## config.mk

```make
export PLATFORM = sky130hd
export DESIGN_NAME = axi_burst_beat_gen_flat
export DESIGN_NICKNAME = d
export VERILOG_FILES = /design/src/rtl/axi_burst_beat_gen_if.sv /design/src/rtl/axi_burst_beat_gen.sv /design/src/flat_wrapper.sv
export SDC_FILE = /design/constraint.sdc
export NUM_CORES = 1
export LEC_CHECK = 0
export ABC_AREA = 1
export CAP_MARGIN = 20
export CORE_ASPECT_RATIO = 0.5
export CORE_MARGIN = 2
export CORE_UTILIZATION = 50
export CTS_BUF_LIST = sky130_fd_sc_hd__clkbuf_16
export DETAILED_ROUTE_END_ITERATION = 10
export GPL_ROUTABILITY_DRIVEN = 0
export PLACE_DENSITY = 0.78
export REMOVE_ABC_BUFFERS = 1
export SETUP_SLACK_MARGIN = 0.15
export SLEW_MARGIN = 20
export SYNTH_ARGS = -nofsm -noshare
export SYNTH_HDL_FRONTEND = slang
export SYNTH_SLANG_ARGS = --single-unit
```

## constraint.sdc

```tcl
create_clock -name clk_i -period 4.7 [get_ports clk_i]
set_input_delay 0.94 -clock clk_i [delete_from_list [all_inputs] [get_ports clk_i]]
set_output_delay 0.94 -clock clk_i [all_outputs]
set_load 0.05 [all_outputs]
```

## src/rtl/axi_burst_beat_gen_if.sv

```systemverilog
// Address-channel request in, per-beat address stream out, for axi_burst_beat_gen.
interface axi_burst_beat_gen_if #(
  parameter int AddrWidth = 56,
  parameter int IdWidth   = 4
);
  logic                 req_valid_i;
  logic                 req_ready_o;
  logic [IdWidth-1:0]   req_id_i;
  logic [AddrWidth-1:0] req_addr_i;
  logic [7:0]           req_len_i;
  logic [2:0]           req_size_i;
  logic [1:0]           req_burst_i;

  logic                 beat_valid_o;
  logic                 beat_ready_i;
  logic [IdWidth-1:0]   beat_id_o;
  logic [AddrWidth-1:0] beat_addr_o;
  logic [7:0]           beat_idx_o;
  logic                 beat_last_o;
  logic                 beat_err_o;

  modport slave (
    input  req_valid_i, req_id_i, req_addr_i, req_len_i, req_size_i, req_burst_i, beat_ready_i,
    output req_ready_o, beat_valid_o, beat_id_o, beat_addr_o, beat_idx_o, beat_last_o, beat_err_o
  );

  modport master (
    output req_valid_i, req_id_i, req_addr_i, req_len_i, req_size_i, req_burst_i, beat_ready_i,
    input  req_ready_o, beat_valid_o, beat_id_o, beat_addr_o, beat_idx_o, beat_last_o, beat_err_o
  );
endinterface

```

## src/rtl/axi_burst_beat_gen.sv

```systemverilog
// Expands one AXI4 AR/AW request into per-beat addresses (FIXED/INCR/WRAP) and
// flags illegal bursts so the data path can answer them with SLVERR.
module axi_burst_beat_gen #(
  parameter int AddrWidth = 56,
  parameter int IdWidth   = 4,
  parameter int DataWidth = 64
) (
  input logic                clk_i,
  input logic                rst_ni,
  axi_burst_beat_gen_if.slave bus
);
  localparam logic [2:0] MaxSize    = 3'($clog2(DataWidth / 8));
  localparam logic [1:0] BurstFixed = 2'b00;
  localparam logic [1:0] BurstIncr  = 2'b01;
  localparam logic [1:0] BurstWrap  = 2'b10;
  localparam logic [1:0] BurstRsvd  = 2'b11;

  typedef enum logic {IDLE, BUSY} state_e;
  state_e state_q, state_d;

  logic [IdWidth-1:0]   id_q;
  logic [AddrWidth-1:0] addr_q;
  logic [7:0]           idx_q, len_q;
  logic [2:0]           size_q;
  logic [1:0]           burst_q;
  logic                 err_q;

  logic beat_valid, beat_last, beat_hs, req_hs;

  assign beat_valid      = (state_q == BUSY);
  assign beat_last       = beat_valid & (idx_q == len_q);
  assign beat_hs         = beat_valid & bus.beat_ready_i;
  assign bus.req_ready_o = (state_q == IDLE) | (beat_hs & beat_last);
  assign req_hs          = bus.req_valid_i & bus.req_ready_o;

  // Legality check on the incoming request; 17 bits covers 256 beats of 128 bytes
  // plus a 12-bit page offset without overflow.
  logic [8:0]  len_p1;
  logic [16:0] blk_mask, burst_bytes, page_end;
  logic        wrap_len_ok, addr_aligned, err_d;

  assign len_p1       = {1'b0, bus.req_len_i} + 9'd1;
  assign blk_mask     = (17'd1 << bus.req_size_i) - 17'd1;
  assign burst_bytes  = {8'd0, len_p1} << bus.req_size_i;
  assign page_end     = ({5'd0, bus.req_addr_i[11:0]} & ~blk_mask) + burst_bytes;
  assign addr_aligned = (bus.req_addr_i[11:0] & blk_mask[11:0]) == 12'd0;
  assign wrap_len_ok  = (bus.req_len_i == 8'd1) | (bus.req_len_i == 8'd3) |
                        (bus.req_len_i == 8'd7) | (bus.req_len_i == 8'd15);

  always_comb begin
    err_d = 1'b0;
    if (bus.req_size_i > MaxSize) err_d = 1'b1;
    case (bus.req_burst_i)
      BurstFixed: if (bus.req_len_i > 8'd15) err_d = 1'b1;
      BurstIncr:  if (page_end > 17'd4096) err_d = 1'b1;
      BurstWrap:  if (!wrap_len_ok || !addr_aligned) err_d = 1'b1;
      BurstRsvd:  err_d = 1'b1;
      default:    err_d = 1'b1;
    endcase
  end

  // Next-beat address; erroneous bursts keep the request address on every beat.
  logic [AddrWidth-1:0] blk_b, wrap_m, addr_nxt;

  assign blk_b  = AddrWidth'(1) << size_q;
  assign wrap_m = ((AddrWidth'(len_q) + AddrWidth'(1)) << size_q) - AddrWidth'(1);

  always_comb begin
    addr_nxt = addr_q;
    if (!err_q) begin
      case (burst_q)
        BurstIncr: addr_nxt = (addr_q & ~(blk_b - AddrWidth'(1))) + blk_b;
        BurstWrap: addr_nxt = (addr_q & ~wrap_m) | ((addr_q + blk_b) & wrap_m);
        default:   addr_nxt = addr_q;
      endcase
    end
  end

  always_comb begin
    state_d = state_q;
    case (state_q)
      IDLE:    if (req_hs) state_d = BUSY;
      BUSY:    if (beat_hs && beat_last) state_d = req_hs ? BUSY : IDLE;
      default: state_d = IDLE;
    endcase
  end

  always_ff @(posedge clk_i or negedge rst_ni) begin
    if (!rst_ni) state_q <= IDLE;
    else         state_q <= state_d;
  end

  always_ff @(posedge clk_i or negedge rst_ni) begin
    if (!rst_ni) begin
      id_q    <= '0;
      addr_q  <= '0;
      idx_q   <= '0;
      len_q   <= '0;
      size_q  <= '0;
      burst_q <= '0;
      err_q   <= 1'b0;
    end else if (req_hs) begin
      id_q    <= bus.req_id_i;
      addr_q  <= bus.req_addr_i;
      idx_q   <= '0;
      len_q   <= bus.req_len_i;
      size_q  <= bus.req_size_i;
      burst_q <= bus.req_burst_i;
      err_q   <= err_d;
    end else if (beat_hs && !beat_last) begin
      idx_q  <= idx_q + 8'd1;
      addr_q <= addr_nxt;
    end
  end

  assign bus.beat_valid_o = beat_valid;
  assign bus.beat_id_o    = id_q;
  assign bus.beat_addr_o  = addr_q;
  assign bus.beat_idx_o   = idx_q;
  assign bus.beat_last_o  = beat_last;
  assign bus.beat_err_o   = err_q;
endmodule

```

## src/flat_wrapper.sv

```systemverilog
// flat-port wrapper written by rule: the top's interface ports become plain ports
module axi_burst_beat_gen_flat 
#(
  parameter int AddrWidth = 56,
  parameter int IdWidth   = 4,
  parameter int DataWidth = 64
)
  (clk_i, rst_ni, bus_req_valid_i, bus_req_id_i, bus_req_addr_i, bus_req_len_i, bus_req_size_i, bus_req_burst_i, bus_beat_ready_i, bus_req_ready_o, bus_beat_valid_o, bus_beat_id_o, bus_beat_addr_o, bus_beat_idx_o, bus_beat_last_o, bus_beat_err_o);
  axi_burst_beat_gen_if #(.AddrWidth(AddrWidth), .IdWidth(IdWidth)) bus_i ();
  input logic clk_i;
  input logic rst_ni;
  input wire logic [$bits(bus_i.req_valid_i)-1:0] bus_req_valid_i;
  input wire logic [$bits(bus_i.req_id_i)-1:0] bus_req_id_i;
  input wire logic [$bits(bus_i.req_addr_i)-1:0] bus_req_addr_i;
  input wire logic [$bits(bus_i.req_len_i)-1:0] bus_req_len_i;
  input wire logic [$bits(bus_i.req_size_i)-1:0] bus_req_size_i;
  input wire logic [$bits(bus_i.req_burst_i)-1:0] bus_req_burst_i;
  input wire logic [$bits(bus_i.beat_ready_i)-1:0] bus_beat_ready_i;
  output wire logic [$bits(bus_i.req_ready_o)-1:0] bus_req_ready_o;
  output wire logic [$bits(bus_i.beat_valid_o)-1:0] bus_beat_valid_o;
  output wire logic [$bits(bus_i.beat_id_o)-1:0] bus_beat_id_o;
  output wire logic [$bits(bus_i.beat_addr_o)-1:0] bus_beat_addr_o;
  output wire logic [$bits(bus_i.beat_idx_o)-1:0] bus_beat_idx_o;
  output wire logic [$bits(bus_i.beat_last_o)-1:0] bus_beat_last_o;
  output wire logic [$bits(bus_i.beat_err_o)-1:0] bus_beat_err_o;
  assign bus_i.req_valid_i = bus_req_valid_i;
  assign bus_i.req_id_i = bus_req_id_i;
  assign bus_i.req_addr_i = bus_req_addr_i;
  assign bus_i.req_len_i = bus_req_len_i;
  assign bus_i.req_size_i = bus_req_size_i;
  assign bus_i.req_burst_i = bus_req_burst_i;
  assign bus_i.beat_ready_i = bus_beat_ready_i;
  assign bus_req_ready_o = bus_i.req_ready_o;
  assign bus_beat_valid_o = bus_i.beat_valid_o;
  assign bus_beat_id_o = bus_i.beat_id_o;
  assign bus_beat_addr_o = bus_i.beat_addr_o;
  assign bus_beat_idx_o = bus_i.beat_idx_o;
  assign bus_beat_last_o = bus_i.beat_last_o;
  assign bus_beat_err_o = bus_i.beat_err_o;
  axi_burst_beat_gen #(.AddrWidth(AddrWidth), .IdWidth(IdWidth), .DataWidth(DataWidth)) u_core (.clk_i(clk_i), .rst_ni(rst_ni), .bus(bus_i));
endmodule
```

# Yosys cells after proc, flatten, opt, wreduce, memory -nomap -nowiden
# Index checks and enable logic that the tools add are counted.
# op_classes
n_addsub	9
n_mul	0
div_mod_pow	0
magnitude_cmp	3
n_eq_ne	11
n_shift	4
mux	14
bitwise_logic	18
reduce_logical	11
# op_table
op	count
$and 56x56->56	3
$mux 56	3
$add 56x56->56	2
$not 56->56	2
$pmux 56 s2	1
$sub 56x1->56 const B	2
$or 56x56->56	1
$shl 1x3->56 const A	1
$shl 56x3->56	1
$add 8x1->9 const B	2
$add 17x17->17	1
$and 12x17->17	1
$gt 17x13->1 const B	1
$not 17->17	1
$shl 1x3->17 const A	1
$shl 9x3->17	1
$sub 17x1->17 const B	1
$mux 8	2
$and 12x12->12	1
$logic_not 12->1	1
$add 8x1->8 const B	1
$eq 8x1->1 const B	1
$eq 8x2->1 const B	1
$eq 8x3->1 const B	1
20 further kinds	37
# word_totals
regBits	83
latchBits	0
mem_bits_rw	0
romBits	0
in_bits	77
out_inout_bits	72
word_cells	78
memories	0

# Longest topological paths before layout
# Gate-level depths: netlist (run 1).
# depth
ltp_word	10
depth_mapped	24
mapped_depth_nobuf	23

# Worst setup path before layout (run 1)
# OpenSTA, ideal clock, no wires.
# synth_timing
path_type	register to output
from	reg u_core.idx_q[3], in the netlist u_core.bus.beat_idx_o[3]
to	out bus_beat_last_o
arrival_time_ns	2.511
required_time_ns	3.760
slack_ns	1.249
path_stages_with_launch	6
path_buffers	0
cell_sequence	dfrtp_1 inv_1 nand2_1 o21ai_0 or4_1 nor3_1
# synth_via
elab_chain_len	2
# synth_lines
element	line_no	rtl
start, declared	axi_burst_beat_gen.sv:23	logic [7:0] idx_q, len_q;
start signal, assigned	axi_burst_beat_gen.sv:111	idx_q <= idx_q + 8'd1;
$eq 8x8->1	axi_burst_beat_gen.sv:31	assign beat_last = beat_valid & (idx_q == len_q);
$and 1x1->1	axi_burst_beat_gen.sv:31	
end, declared	flat_wrapper.sv:24	output wire logic [$bits(bus_i.beat_last_o)-1:0] bus_beat_last_o;
# No other way between the ends.

# Final worst setup path (run 1)
# layout_timing
from	in bus_req_len_i[0]
to	reg u_core.err_q, in the netlist u_core.bus.beat_err_o
# layout_via
elab_chain_len	8
word_cells_on_any_way	18
classes_between	add/sub: 2; order compare: 2; eq/ne: 4; shift: 1; mux: 4; bitwise: 3; reduce/logical: 2
# layout_lines
element	line_no	rtl
start, declared	flat_wrapper.sv:15	input wire logic [$bits(bus_i.req_len_i)-1:0] bus_req_len_i;
branches (longest 7 deep; another with $add 17x17->17)	--	
$pmux 1 s4 (*)	axi_burst_beat_gen.sv:53	case (bus.req_burst_i)
end signal, assigned	axi_burst_beat_gen.sv:109	err_q <= err_d;
end, declared	axi_burst_beat_gen.sv:26	logic err_q;
# Mark *: on every way between the ends.
# A chain may end at the register's enable or synchronous reset.

==> results of run 1 <==
==> final timing paths <==
check                      slack [ns]  cells past startpoint                           startpoint                                   end
max in group asynchronous        3.14                      2                               rst_ni            asynchronous set/reset pin
hold reg to reg                  0.48                      2  u_core.bus.beat_id_o[0]$_DFFE_PN0P_   u_core.bus.beat_id_o[0]$_DFFE_PN0P_
setup / recovery                 0.58                     23                     bus_req_len_i[0]     u_core.bus.beat_err_o$_DFFE_PN0P_
min in group asynchronous        0.55                      1                               rst_ni  u_core.bus.beat_idx_o[7]$_DFFE_PN0P_
hold / removal                   0.48                      2  u_core.bus.beat_id_o[0]$_DFFE_PN0P_   u_core.bus.beat_id_o[0]$_DFFE_PN0P_
setup reg to reg                 0.86                     22         u_core.size_q[0]$_DFFE_PN0P_                                  flop
==> power by group through the flow <==
stage	Sequential (mW)	Clock, mW	Combinational, mW
3_5_place_dp	1.49	0	5.01
6_report	1.50	0.734	5.09
4_1_cts	1.48	0.745	5.03
2_1_floorplan	2.06	0	2.89
3_3_place_gp	1.49	0	4.96
5_1_grt	1.53	0.770	5.58
==> cells by family (layout without fill, tap and decap cells) <==
logic type,after synthesis,count (layout)
buffers and inverters,307,428
muxes,4,4
adders and majority gates,35,35
AOI/OAI and AO/OA,254,254
xor gates and xnor gates,59,59
and+or+nand+nor,1211,1211
DFF,83,83
==> metrics by stage <==
step | utilization | TNS, ns | hold WS [ns] | instances
2_1_floorplan | - | -38.68 | 0.4530 | 1888
3_3_place_gp | 0.5916 | 0 | 0.4650 | 2358
3_5_place_dp | 0.5916 | 0 | 0.4695 | 2358
4_1_cts | 0.6047 | 0 | 0.4863 | 2374
5_1_grt | 0.6047 | 0 | 0.4949 | 2374
6_report | 0.6047 | 0 | 0.4824 | 2374
==> final cells by class <==
| class | count | share of cell area |
|---|---|---|
| Clock buffer | 9 | 0.01703 |
| Clock inverter | 7 | 0.004541 |
| Inverter | 242 | 0.06887 |
| Multi-Input combinational cell | 1563 | 0.5998 |
| Sequential cell | 83 | 0.1570 |
| Tap cell | 300 | 0.02838 |
| Timing Repair Buffer | 170 | 0.1243 |
==> cell usage after synthesis (5+ instances only) <==
cell type and number:
or2_2 6, nand4_1 40, xnor2_1 13, nor2_1 217, xor2_1 46, a31oi_1 9
a21oi_1 70, o21ai_1 30, o21ai_0 86, inv_1 223, inv_2 14, buf_6 5
nand2_2 34, ha_1 33, clkbuf_1 26, buf_2 17, nand3b_1 7, nor2_4 12
nor3_1 25, buf_4 10, o22ai_1 10, o211ai_1 21, o21ai_2 6, nor4_1 19
nand3_1 183, nor2_2 27, buf_1 6, nand2_1 609, nand3_2 13, dfrtp_1 83
==> worst max-delay path, cell delays in order <==
cell and delay, ns:
clkdlybuf4s50_1 0.65, ha_1 0.24, nand2_1 0.09, inv_1 0.10
nand2_1 0.06, xor2_1 0.15, nand2_1 0.06, o21ai_0 0.12
nand2_1 0.07, o21ai_0 0.12, mux2i_1 0.13, ha_1 0.38
a21oi_1 0.17, inv_1 0.05, a31oi_1 0.20, nand2_1 0.12
xor2_1 0.16, nor3_1 0.19, nand4_1 0.13, nand2_1 0.08
nand2_1 0.05, nand2_1 0.06, a21oi_1 0.06
==> metal layers <==
| metal | share of wire | wire length, um | vias up | GRT usage |
|---|---|---|---|---|
| met5 | 0 | 0 | - | 0 |
| met4 | 0.022 | 822 | 0 | 0.08072 |
| met3 | 0.11 | 4122 | 71 | 0.06804 |
| met2 | 0.43 | 16260 | 671 | 0.5172 |
| met1 | 0.45 | 17010 | 5984 | 0.4416 |
| li1 | - | - | 6581 | - |
==> impl_metrics.tcl, run 1 <==
set metrics [dict create \
    hold_buffers 0 \
    synth_top_family_by_area "simple AND/OR/NAND/NOR gates" \
    swShare 0.5985 \
    clk_latency_ns 0.39 \
    die_x_um 216.2 \
    drive_gt1_frac 0.08149 \
    antenna_found_initial 0 \
    ant_nets 0 \
    synth_seq_cells 83 \
    rsz0062_at_grt "no" \
    fmax_ghz 0.2430 \
    final_cell_mix "608 x nand2_1, 222 x inv_1, 217 x nor2_1" \
    yosys.area_share.simple 0.4852 \
    diodes 0 \
    cp_data_required_time_ns 4.96 \
    grtUsageTotal 0.3212 \
    synth_area_mm2 0.01125 \
    tightestPinTransition_ns 0.8189 \
    cts_buffers 9 \
    yosysUniqueCellTypes 60 \
    nNetsFinal 2181 \
    cts_max_level 3 \
    grt_max_degree 74 \
    finalCritPeriodShare 0.8756 \
    clk_pin_slew_ns 0.07 \
    final_common_cell "nand2_1" \
    core_mm2 0.02187 \
    seqCellArea_mm2 0.002077 \
    leakage_nw 6.289 \
    maxCapViolations 0 \
    synthTopCellsByArea "nand2_1 20%, dfrtp_1 18%, nand3_1 8.1%, inv_1 7.4%, nor2_1 7.2%" \
    first_pass_iters 6 \
    syn-instance-count 1953 \
    fin_area_mm2 0.01323 \
    vias 13310 \
    io_buffer_count 148 \
    skew_ns 0.01672 \
    post_cts_buffers 0 \
    peakVddDrop_mv 0.3607 \
    postRouteWirelength_mm 38.21 \
    final_max_slew_viol_count 0 \
    critical_path.startpoint_type "primary input" \
    path_class "primary input to flop" \
    placed_area_mm2 0.01294 \
    start_util 0.5146 \
    hold_class "flop to flop" \
    synth.mux.area_fraction 0.003558 \
    rows 38 \
    grt_pass1_vias 11840 \
    cts_tree "yes" \
    vias_per_cell 5.605 \
    area_growth_pct 17.51 \
    combPwrFrac 0.695 \
    syn_avg_cell_area_um2 5.763 \
    power.density_mw_per_mm2 553.6 \
    synth_edf_count 0 \
    crit_path_max_fanout 7 \
    synth_top_area_share 0.2031 \
    synth_compound_area_frac 0.1293 \
    min_period_ns 4.115 \
    setup_viol 0 \
    routedWlPerCell_um 16.09 \
    clkPwrFrac 0.100 \
    root_buffer "clkbuf_16" \
    drt_iter0_markers 1413 \
    status "complete, no violations" \
    ys_async_sr_fraction 1.000 \
    die_h_um 110.1 \
    end_kind "flop" \
    multi_input_area_mm2 0.007933 \
    drc 0 \
    cp_data_arrival_time_ns 4.37 \
    boundaryPins 149 \
    finalHoldViolCount 0 \
    hpwl_mm 29.79 \
    p_seq_frac 0.204 \
    ys_warn_count 0 \
    synthAdderAreaFrac 0.04024 \
    setup_slack_ns 0.5846 \
    fillerInstances 2184 \
    power.total_mw 7.321 \
    grt_pass1_wl_mm 60.88 \
    cts_sinks 83 \
    clock_path_buffers 2 \
    synth-xor-area-share 0.04591 \
    relSlewSlack 0.4540 \
    die_area_mm2 0.02380 \
    synth_ff_type "dfrtp_1" \
    dp_slack_ns 0.2411 \
    p_int_mw 2.939 \
    cts_resized 0 \
    ys_seq_area_frac 0.1845 \
    globalRoute.totalOverflow 0 \
    synth_top_area_cell "nand2_1" \
    netSwitchingPower_mw 4.382 \
]
Note: power is estimated with default switching activity, not from simulation.
==> run 2: changes to the inputs <==
--- a/config.mk
+++ b/config.mk
@@ -11,6 +11,8 @@
 export CORE_MARGIN = 2
 export CORE_UTILIZATION = 50
 export CTS_BUF_LIST = sky130_fd_sc_hd__clkbuf_16
+export CTS_CLUSTER_DIAMETER = 40
+export CTS_CLUSTER_SIZE = 10
 export DETAILED_ROUTE_END_ITERATION = 10
 export GPL_ROUTABILITY_DRIVEN = 0
 export PLACE_DENSITY = 0.78
==> results of run 2 <==
Final layout, timing and power as in run 1 (identical DEF).
